--- src/rtl/laplace_stream_ctrl_pkg.sv ---
// Shared definitions for the Laplace stream controller: FSM encoding, pixel limits
// and the counter-width helper used to size the row/column counters.
package laplace_stream_ctrl_pkg;

    typedef enum logic [1:0] {
        ST_IDLE  = 2'd0,
        ST_RUN   = 2'd1,
        ST_DRAIN = 2'd2
    } state_e;

    localparam int PIX_W_DEFAULT = 8;
    localparam int PIX_MAX       = (1 << PIX_W_DEFAULT) - 1;

    // Bits needed to index 0..value-1; never less than 1.
    function automatic int clog2(input int value);
        int w;
        w = 1;
        for (int i = 1; i < 31; i++) begin
            if ((1 << i) < value) w = i + 1;
        end
        return w;
    endfunction

    function automatic int pix_max(input int pix_w);
        return (1 << pix_w) - 1;
    endfunction

endpackage

--- src/rtl/laplace_line_buffer.sv ---
// Two-line pixel store plus tap registers; presents N/W/C/E of the cross centred one
// row up and one column left of the pixel currently being written.
module laplace_line_buffer
    import laplace_stream_ctrl_pkg::*;
#(
    parameter int IMG_W = 64,
    parameter int PIX_W = 8,
    parameter int COL_W = clog2(IMG_W)
) (
    input  logic             clk,
    input  logic             shift_en,
    input  logic [COL_W-1:0] col,
    input  logic [PIX_W-1:0] pixel,
    output logic [PIX_W-1:0] north,
    output logic [PIX_W-1:0] west,
    output logic [PIX_W-1:0] centre,
    output logic [PIX_W-1:0] east
);

    logic [PIX_W-1:0] row1_q [IMG_W];
    logic [PIX_W-1:0] row2_q [IMG_W];
    logic [PIX_W-1:0] north_q, north_d;
    logic [PIX_W-1:0] centre_q, centre_d;
    logic [PIX_W-1:0] west_q, west_d;

    // Taps capture column c-1 values while column c is written, so they line up next time.
    always_comb begin
        north_d  = north_q;
        centre_d = centre_q;
        west_d   = west_q;
        if (shift_en) begin
            north_d  = row2_q[col];
            centre_d = row1_q[col];
            west_d   = centre_q;
        end
    end

    always_ff @(posedge clk) begin
        north_q  <= north_d;
        centre_q <= centre_d;
        west_q   <= west_d;
        if (shift_en) begin
            row1_q[col] <= pixel;
            row2_q[col] <= row1_q[col];
        end
    end

    assign north  = north_q;
    assign west   = west_q;
    assign centre = centre_q;
    assign east   = row1_q[col];

endmodule

--- src/rtl/laplace_stream_ctrl.sv ---
// Raster-stream controller for an external 5-tap cross Laplace datapath.
// Optional saturation statistics counter enabled by LAPLACE_CTRL_STATS_EN.
module laplace_stream_ctrl
    import laplace_stream_ctrl_pkg::*;
#(
    parameter int IMG_W = 64,
    parameter int IMG_H = 64,
    parameter int PIX_W = 8
) (
    input  logic             clk,
    input  logic             rst_n,
    input  logic             start,
    input  logic             in_valid,
    input  logic [PIX_W-1:0] in_pixel,
    output logic             in_ready,
    output logic [PIX_W-1:0] win_b,
    output logic [PIX_W-1:0] win_d,
    output logic [PIX_W-1:0] win_e,
    output logic [PIX_W-1:0] win_f,
    output logic [PIX_W-1:0] win_h,
    input  logic [PIX_W:0]   lap_s,
    output logic             out_valid,
    output logic [PIX_W-1:0] out_pixel,
    input  logic             out_ready,
    output logic             busy,
    output logic             done
`ifdef LAPLACE_CTRL_STATS_EN
    ,
    output logic [15:0]      sat_cnt
`endif
);

    localparam int COL_W = clog2(IMG_W);
    localparam int ROW_W = clog2(IMG_H);
    localparam logic [COL_W-1:0] COL_LAST = COL_W'(IMG_W - 1);
    localparam logic [ROW_W-1:0] ROW_LAST = ROW_W'(IMG_H - 1);
    localparam logic [PIX_W-1:0] PIX_TOP  = PIX_W'(pix_max(PIX_W));

    state_e           state_q, state_d;
    logic [ROW_W-1:0] row_q, row_d;
    logic [COL_W-1:0] col_q, col_d;
    logic             out_valid_q, out_valid_d;
    logic [PIX_W-1:0] out_pixel_q, out_pixel_d;
    logic             done_q, done_d;
    logic [PIX_W-1:0] south_q, south_d;
    logic [PIX_W-1:0] tap_n, tap_w, tap_c, tap_e;
    logic             accept, win_en, out_hs, last_pix;

    function automatic logic [PIX_W-1:0] clamp_pix(input logic [PIX_W:0] s);
        return (s > {1'b0, PIX_TOP}) ? PIX_TOP : s[PIX_W-1:0];
    endfunction

    assign in_ready = (state_q == ST_RUN) && (!out_valid_q || out_ready);
    assign accept   = in_valid && in_ready;
    assign win_en   = accept && (row_q >= ROW_W'(2)) && (col_q >= COL_W'(2));
    assign out_hs   = out_valid_q && out_ready;
    assign last_pix = (row_q == ROW_LAST) && (col_q == COL_LAST);

    laplace_line_buffer #(
        .IMG_W (IMG_W),
        .PIX_W (PIX_W),
        .COL_W (COL_W)
    ) u_line_buf (
        .clk      (clk),
        .shift_en (accept),
        .col      (col_q),
        .pixel    (in_pixel),
        .north    (tap_n),
        .west     (tap_w),
        .centre   (tap_c),
        .east     (tap_e)
    );

    // Window is forced to zero outside an interior-producing acceptance.
    assign win_b = win_en ? tap_n   : '0;
    assign win_d = win_en ? tap_w   : '0;
    assign win_e = win_en ? tap_c   : '0;
    assign win_f = win_en ? tap_e   : '0;
    assign win_h = win_en ? south_q : '0;

    always_comb begin
        state_d     = state_q;
        row_d       = row_q;
        col_d       = col_q;
        done_d      = 1'b0;
        out_valid_d = out_valid_q;
        out_pixel_d = out_pixel_q;
        south_d     = accept ? in_pixel : south_q;

        case (state_q)
            ST_IDLE: begin
                if (start) begin
                    state_d = ST_RUN;
                    row_d   = '0;
                    col_d   = '0;
                end
            end
            ST_RUN: begin
                if (accept) begin
                    if (col_q == COL_LAST) begin
                        col_d = '0;
                        row_d = row_q + 1'b1;
                    end else begin
                        col_d = col_q + 1'b1;
                    end
                    if (last_pix) state_d = ST_DRAIN;
                end
            end
            ST_DRAIN: begin
                if (!out_valid_q || out_ready) begin
                    state_d = ST_IDLE;
                    done_d  = 1'b1;
                end
            end
            default: state_d = ST_IDLE;
        endcase

        // A fresh result always wins over clearing on handshake.
        if (win_en) begin
            out_valid_d = 1'b1;
            out_pixel_d = clamp_pix(lap_s);
        end else if (out_hs) begin
            out_valid_d = 1'b0;
        end
    end

    always_ff @(posedge clk or negedge rst_n) begin
        if (!rst_n) begin
            state_q     <= ST_IDLE;
            row_q       <= '0;
            col_q       <= '0;
            out_valid_q <= 1'b0;
            out_pixel_q <= '0;
            done_q      <= 1'b0;
        end else begin
            state_q     <= state_d;
            row_q       <= row_d;
            col_q       <= col_d;
            out_valid_q <= out_valid_d;
            out_pixel_q <= out_pixel_d;
            done_q      <= done_d;
        end
    end

    always_ff @(posedge clk) begin
        south_q <= south_d;
    end

    assign out_valid = out_valid_q;
    assign out_pixel = out_pixel_q;
    assign busy      = (state_q != ST_IDLE);
    assign done      = done_q;

`ifdef LAPLACE_CTRL_STATS_EN
    logic [15:0] sat_cnt_q, sat_cnt_d;

    always_comb begin
        sat_cnt_d = sat_cnt_q;
        if (state_q == ST_IDLE && start) begin
            sat_cnt_d = '0;
        end else if (out_hs && (out_pixel_q == '0 || out_pixel_q == PIX_TOP)
                     && sat_cnt_q != 16'hFFFF) begin
            sat_cnt_d = sat_cnt_q + 16'd1;
        end
    end

    always_ff @(posedge clk or negedge rst_n) begin
        if (!rst_n) sat_cnt_q <= '0;
        else        sat_cnt_q <= sat_cnt_d;
    end

    assign sat_cnt = sat_cnt_q;
`endif

endmodule

--- config.mk ---
export PLATFORM = sky130hd
export DESIGN_NAME = laplace_stream_ctrl
export DESIGN_NICKNAME = d
export VERILOG_FILES = /design/src/rtl/laplace_stream_ctrl_pkg.sv /design/src/rtl/laplace_line_buffer.sv /design/src/rtl/laplace_stream_ctrl.sv
export SDC_FILE = /design/constraint.sdc
export NUM_CORES = 1
export LEC_CHECK = 0
export ABC_AREA = 1
export BUFFER_PORTS_ARGS = -buffer_cell sky130_fd_sc_hd__buf_2
export CORE_ASPECT_RATIO = 0.8
export CORE_MARGIN = 2
export CORE_UTILIZATION = 40
export DETAILED_ROUTE_END_ITERATION = 10
export HOLD_SLACK_MARGIN = 0.02
export PLACE_DENSITY_LB_ADDON = 0.2
export SLEW_MARGIN = 25
export SYNTH_ARGS = -nofsm -noshare
export SYNTH_HDL_FRONTEND = slang
export SYNTH_HIERARCHICAL = 1
export SYNTH_SLANG_ARGS = --single-unit
--- constraint.sdc ---
create_clock -name clk -period 3.7 [get_ports clk]
set_input_delay 0.37 -clock clk [delete_from_list [all_inputs] [get_ports clk]]
set_output_delay 0.37 -clock clk [all_outputs]
set_load 0.01 [all_outputs]
Word level (Yosys, flattened, before mapping) --
Memories as Yosys holds them, arrays and structs flattened. A register that Yosys moved wholly into a read port is not among the register bits. Cells that the tools add are included.
Operators by class: add/sub/neg operators 2, $lt $le $gt $ge 3, equality and inequality tests 9, multiplexer cells 24, reduce and logical (&&, ||, !) cells 15
Operator list (count):
- $mux W8 | 6
- $mux W6 | 5
- $pmux W6 S2 | 2
- $add A6 B1 Y6 const B | 2
- $eq A6 B6 Y1 const B | 2
- $ge A6 B2 Y1 const B | 2
- $gt A9 B8 Y1 const B | 1
- $mux W2 | 4
- $ne A2 B2 Y1 const B | 4
- $reduce_and A4 Y1 | 2
- $logic_and A1 B1 Y1 | 6
- $mux W1 | 6
- $pmux W2 S3 | 1
- $reduce_bool A2 Y1 | 3
- $reduce_and A3 Y1 | 1
- $eq A2 B1 Y1 const B | 1
- $eq A2 B2 Y1 const B | 1
- $logic_not A2 Y1 | 1
- $ne A2 B1 Y1 const B | 1
- $logic_not A1 Y1 | 1
- $logic_or A1 B1 Y1 | 1
Word-level totals: bits in registers 48, memory bits (writable) 1024, input port bits 22, output and inout bits 52, word-level logic and storage cells 64, memories 2
Memories:
- u_line_buf.row1_q | depth 64, width 8, rd ports 1, clocked after Yosys merged registers in 0, write ports 1, RTL line laplace_line_buffer.sv:20 | logic [PIX_W-1:0] row1_q [IMG_W];
- u_line_buf.row2_q | depth 64, width 8, rd ports 1, clocked after Yosys merged registers in 1, write ports 1, RTL line laplace_line_buffer.sv:21 | logic [PIX_W-1:0] row2_q [IMG_W];

Depth between registers and ports, before layout --
depth after elaboration 7, depth in mapped cells 17, gate-level depth less buffers 13

Modules after synthesis --
The synthesis kept the hierarchy.
Modules (own cells, without submodules):
- laplace_line_buffer | times used 1, cells an instance 4264, area an instance 43930.9 um^2, seq. area each 31470.2 um^2
- laplace_stream_ctrl | times used 1, cells an instance 285, area an instance 2064.5 um^2, seq. area each 840.8 um^2

Least setup slack after synthesis --
Ideal clock, no wire load.
path kind register to output, start register col_q[0], end output port win_f[5], arrival 2601 ps, required time 3330 ps, setup slack 729 ps, cell stages (with the launch flop) 18, path buffers 4, cell sequence dfrtp_1 -> buf_4 -> inv_2 -> buf_4 -> buf_6 -> buf_2 -> nand2_1 -> nand2_1 -> nand2_1 -> nand2_1 -> nand2_1 -> nand2_1 -> nand2_1 -> nand2_1 -> nor2_1 -> nand2_1 -> inv_1 -> nor2_4
Between the ends: elaborated cells on any way between the ends 4, classes of those cells order compare (1); mux (1); reduce/logical (1); memory (1)
RTL lines:
- start: declaration | RTL line laplace_stream_ctrl.sv:41 | logic [COL_W-1:0] col_q, col_d;
- start signal: assignment | RTL line laplace_stream_ctrl.sv:138 | col_q <= col_d;
- $mem_v2 Z64 W8
- named net tap_e[5] | RTL line laplace_stream_ctrl.sv:46 | logic [PIX_W-1:0] tap_n, tap_w, tap_c, tap_e;
- $mux W8 | RTL line laplace_stream_ctrl.sv:78 | assign win_f = win_en ? tap_e : '0;
- end: declaration | RTL line laplace_stream_ctrl.sv:19 | output logic [PIX_W-1:0] win_f,
The timed path passes the listed nets, and every way through them passes these cells.

Worst setup path in the final report --
start register col_q[5], end output port win_f[5]
Same word-level chain as after synthesis.

==> run_summary.xml <==
<?xml version="1.0" encoding="UTF-8"?>
<metrics>
  <group name="die">
    <metric name="fp-row-count" unit="">111</metric>
    <metric name="die_x" unit="um">383</metric>
    <metric name="initial_utilization" unit="">0.402</metric>
    <metric name="floorplan.die_area" unit="um^2">118000</metric>
    <metric name="fp.dieH" unit="um">307</metric>
    <metric name="core_region_area" unit="um^2">114000</metric>
    <metric name="floorplan.io_pins" unit="">74</metric>
  </group>
  <group name="global_route">
    <metric name="grt-ovfl-total" unit="">0</metric>
    <metric name="antenna_violations_before_repair" unit="">5</metric>
    <metric name="largest_net_degree_at_the_start_of_global_routing" unit="">66</metric>
    <metric name="globalRouteTotalUtil" unit="">0.224</metric>
    <metric name="grt_first_pass_wirelength" unit="um">196000</metric>
    <metric name="number_of_global_route_vias_before_repair" unit="">29500</metric>
  </group>
  <group name="clock_tree">
    <metric name="h-tree-depth" unit="">3</metric>
    <metric name="total_cts_buffers" unit="">106</metric>
    <metric name="tritoncts" unit="">done</metric>
    <metric name="clock_net_sink_count" unit="">1080</metric>
    <metric name="clock_latency" unit="ps">730</metric>
    <metric name="worst_setup_hold_path_clk_slew" unit="ps">60</metric>
    <metric name="cell_at_the_root_of_the_clock_tree" unit="">sky130_fd_sc_hd__clkbuf_16</metric>
    <metric name="cts.path.max_buffers" unit="">3</metric>
  </group>
  <group name="synth">
    <metric name="ys_seq_area_frac" unit="">0.702</metric>
    <metric name="synth_top_cell_area_share" unit="">0.689</metric>
    <metric name="ys_top_cells_by_area" unit="">sky130_fd_sc_hd__edfxtp_1, sky130_fd_sc_hd__nand2_1, sky130_fd_sc_hd__dfrtp_1</metric>
    <metric name="mappedNetlistArea" unit="um^2">46000</metric>
    <metric name="yosys_warnings" unit="">6</metric>
    <metric name="synth_seq_cells" unit="">1080</metric>
    <metric name="synth_area_per_cell" unit="um^2">10.1</metric>
    <metric name="postSynthCellCount" unit="">4549</metric>
    <metric name="synthDominantAreaCellType" unit="">sky130_fd_sc_hd__edfxtp_1</metric>
    <metric name="synth.net_count" unit="">4575</metric>
    <metric name="synth_cell_types" unit="">32</metric>
  </group>
  <group name="timing">
    <metric name="report.final.hold_viol_count" unit="">0</metric>
    <metric name="timing.setup.tns" unit="ps">0</metric>
    <metric name="worst-slew-pin-transition" unit="ps">895</metric>
    <metric name="timing.final.setup_violations" unit="">0</metric>
    <metric name="final_max_slew_viol_count" unit="">0</metric>
    <metric name="min_period_over_period" unit="">0.983</metric>
    <metric name="rsz0062_at_grt" unit="">yes</metric>
    <metric name="max_clock_freq" unit="GHz">0.275</metric>
    <metric name="layout_min_cycle_time" unit="ps">3640</metric>
    <metric name="timing.max_slew.rel_slack" unit="">0.403</metric>
    <metric name="clock_skew" unit="ps">36.0</metric>
  </group>
  <group name="worst_setup_path">
    <metric name="setup.reg_to_reg.worst_slack" unit="ps">690</metric>
    <metric name="startpoint_type" unit="">register</metric>
    <metric name="cp_max_fo" unit="">7</metric>
    <metric name="longest_individual_stage_delay_on_the_worst_path" unit="ps">650</metric>
    <metric name="crit_end" unit="">win_f[5]</metric>
    <metric name="cp.buffers_inverters" unit="">4</metric>
    <metric name="worstPathCellList" unit="">inv_2 &gt; nor3_4 &gt; buf_4 &gt; nand2_1 &gt; nand2_2 &gt; nor2_1 &gt; nand2_2 &gt; clkinvlp_4 &gt; nor2_4 &gt; buf_2</metric>
    <metric name="critPathMostFrequentCell" unit="">sky130_fd_sc_hd__nand2_2</metric>
    <metric name="crit-reg2reg-capture" unit="">u_line_buf/row1_q[41][6]</metric>
    <metric name="setup.worst_path.start" unit="">col_q[5]</metric>
    <metric name="worst_r2r_path_depth" unit="">8</metric>
    <metric name="cpMaxStageDelayCell" unit="">sky130_fd_sc_hd__dfrtp_1</metric>
    <metric name="path_depth" unit="">10</metric>
    <metric name="worst_r2r_startpoint" unit="">col_q[1]</metric>
    <metric name="crit_type" unit="">register to primary output</metric>
    <metric name="critPathArrivalTime" unit="ps">3270</metric>
    <metric name="required" unit="ps">3330</metric>
    <metric name="path_delay_family" unit="">simple AND/OR/NAND/NOR gates</metric>
    <metric name="worstSetupEndpointType" unit="">primary output</metric>
  </group>
  <group name="route">
    <metric name="vias_per_cell" unit="">4.99</metric>
    <metric name="drt_pass1_iterations" unit="">7</metric>
    <metric name="drt_first_iter_violations" unit="">3256</metric>
    <metric name="detail-route-antenna-nets" unit="">0</metric>
    <metric name="wl" unit="um">135000</metric>
    <metric name="drc" unit="">0</metric>
    <metric name="avgRoutedWirePerCell" unit="um">21.1</metric>
    <metric name="dr_total_vias" unit="">31900</metric>
  </group>
  <group name="pwr">
    <metric name="power.density" unit="nW/um^2">769</metric>
    <metric name="vdd.ir_drop.worst" unit="uV">695</metric>
    <metric name="p_leak" unit="nW">22.9</metric>
  </group>
  <group name="placed_design">
    <metric name="gpl.final_weighted_congestion" unit="">0.844</metric>
    <metric name="place_hpwl" unit="um">79000</metric>
    <metric name="port_buffers" unit="">73</metric>
  </group>
  <group name="hold_path">
    <metric name="hold_class" unit="">input pin to register</metric>
  </group>
  <group name="layout">
    <metric name="layout.cells.most_common_list" unit="">sky130_fd_sc_hd__nand2_1, sky130_fd_sc_hd__edfxtp_1, sky130_fd_sc_hd__buf_4</metric>
    <metric name="utilization" unit="">0.470</metric>
    <metric name="multi_input_gate_area_in_the_final_layout" unit="um^2">12400</metric>
    <metric name="total_nets_final" unit="">4801</metric>
    <metric name="layout-area-overhead-vs-synth" unit="%">16.8</metric>
    <metric name="ff_latch_area" unit="um^2">32300</metric>
    <metric name="layout-drive-gt1-share" unit="">0.115</metric>
    <metric name="mostFrequentLayoutCell" unit="">sky130_fd_sc_hd__nand2_1</metric>
    <metric name="fillers" unit="">10600</metric>
  </group>
  <group name="status">
    <metric name="status" unit="">complete, no violations</metric>
  </group>
  <group name="flow_run">
    <metric name="maxCapViolations" unit="">0</metric>
  </group>
</metrics>
-- cell families (layout without fill, tap and decap cells) --
kind of cell    count (synthesis)  count (layout)  share of synthesized area
other cells                     0               4                          0
simple gates                 3142            3142                      0.263
flops                        1080            1080                      0.702
compound gates                 20              20                    0.00250
fa+ha+maj                       4               4                    0.00109
xor+xnor                        1               1                   0.000190
buf+inv                       302             614                     0.0303
-- report_power, final --
part           internal [mW]  total [mW]  leakage [nW]  switching (mW)
sequential              16.4        16.7          9.90           0.305
combinational           3.27        13.5          11.3            10.3
clock                   6.30        11.0          1.71            4.75
-- final cells by class --
| class | count | share of cell area |
|---|---|---|
| antenna | 4 | 0.000186 |
| clock buffer | 129 | 0.0514 |
| clock inverter | 65 | 0.0141 |
| inverter | 91 | 0.00764 |
| multi-input combinational | 3167 | 0.230 |
| sequential | 1080 | 0.602 |
| tap | 1525 | 0.0355 |
| timing repair buffer | 327 | 0.0589 |
| timing repair inverter | 2 | 0.000373 |
-- worst min path at each step --
stage | depth (start not counted) | end | startpoint
2_1_floorplan | 0 | col_q[0] | rst_n
3_3_place_gp | 1 | out_pixel[4] | rst_n
3_5_place_dp | 1 | out_pixel[4] | rst_n
4_1_cts | 4 | out_pixel[4] | lap_s[8]
5_1_grt | 1 | u_line_buf/row1_q[43][6] | in_pixel[6]
6_report | 1 | u_line_buf/row1_q[55][6] | in_pixel[6]
-- registers in the layout (all words and copies together), names as in the netlist, 6 cells and up --
| signal | flops |
|---|---|
| col_q | 6 |
| out_pixel | 8 |
| row_q | 6 |
| south_q | 8 |
| u_line_buf/centre | 8 |
| u_line_buf/north | 8 |
| u_line_buf/row1_q | 512 |
| u_line_buf/row2_q | 512 |
| u_line_buf/west | 8 |
-- through the flow --
stage	cell area, um^2	power [mW]	worst slack, ps	std cells	hold WS, ps
finish	53700	41.3	63.9	6390	79.1
CTS	53100	41.0	-38.1	6353	32.2
global placement	49200	29.7	375	6140	413
detailed placement	49200	29.8	382	6140	411
global route	53700	43.2	-64.2	6386	82.5
floorplan	46000	23.6	729	4549	74.4
-- layer usage --
layer | vias up | track usage | share of wire
met2 | 1093 | 0.336 | 0.44
met4 | 8 | 0.0509 | 0.017
met1 | 15500 | 0.331 | 0.46
li1 | 15100 | - | -
met3 | 158 | 0.0491 | 0.086
met5 | - | 0 | 0.00038
-- worst register-to-register path: stages, from the launching register on --
cell	delay, ps
sky130_fd_sc_hd__dfrtp_4	580
sky130_fd_sc_hd__buf_4	190
sky130_fd_sc_hd__buf_4	230
sky130_fd_sc_hd__nor2_1	150
sky130_fd_sc_hd__buf_4	200
sky130_fd_sc_hd__nand3_1	360
sky130_fd_sc_hd__buf_4	310
sky130_fd_sc_hd__nor2_1	280
sky130_fd_sc_hd__buf_4	380
-- Yosys cell counts --
| cell | number |
|---|---|
| sky130_fd_sc_hd__o211ai_1 | 5 |
| sky130_fd_sc_hd__o21ai_0 | 5 |
| sky130_fd_sc_hd__xor2_1 | 1 |
| sky130_fd_sc_hd__nand2_1 | 2900 |
| sky130_fd_sc_hd__inv_4 | 3 |
| sky130_fd_sc_hd__clkbuf_1 | 70 |
| sky130_fd_sc_hd__buf_1 | 10 |
| sky130_fd_sc_hd__nor3_1 | 6 |
| sky130_fd_sc_hd__o21ai_1 | 7 |
| sky130_fd_sc_hd__nand2_4 | 1 |
| sky130_fd_sc_hd__buf_4 | 13 |
| sky130_fd_sc_hd__edfxtp_1 | 1056 |
| sky130_fd_sc_hd__nand4_2 | 1 |
| sky130_fd_sc_hd__ha_1 | 4 |
| sky130_fd_sc_hd__dfrtp_1 | 24 |
| sky130_fd_sc_hd__nor3_4 | 7 |
| sky130_fd_sc_hd__nor2_4 | 10 |
| sky130_fd_sc_hd__buf_6 | 6 |
| sky130_fd_sc_hd__buf_2 | 111 |
| sky130_fd_sc_hd__inv_2 | 12 |
| sky130_fd_sc_hd__nor3_2 | 1 |
| sky130_fd_sc_hd__or2_0 | 1 |
| sky130_fd_sc_hd__inv_1 | 75 |
| sky130_fd_sc_hd__nand3_1 | 33 |
| sky130_fd_sc_hd__nand3_4 | 2 |
| sky130_fd_sc_hd__or2_2 | 13 |
| sky130_fd_sc_hd__a21oi_1 | 2 |
| sky130_fd_sc_hd__o21bai_1 | 1 |
| sky130_fd_sc_hd__clkinv_4 | 1 |
| sky130_fd_sc_hd__nor2_1 | 157 |
| sky130_fd_sc_hd__buf_12 | 1 |
| sky130_fd_sc_hd__nand4_1 | 10 |
-- what timing repair did --
item	4_1_cts	5_1_grt
gates resized for setup	22	49
gates cloned	4	13
buffers inserted	4	22
hold buffers	11	0
setup endpoints to repair	11	13
hold endpoints to repair	37	0
pin swaps	1	6
Power figures use the tool's default switching activity.
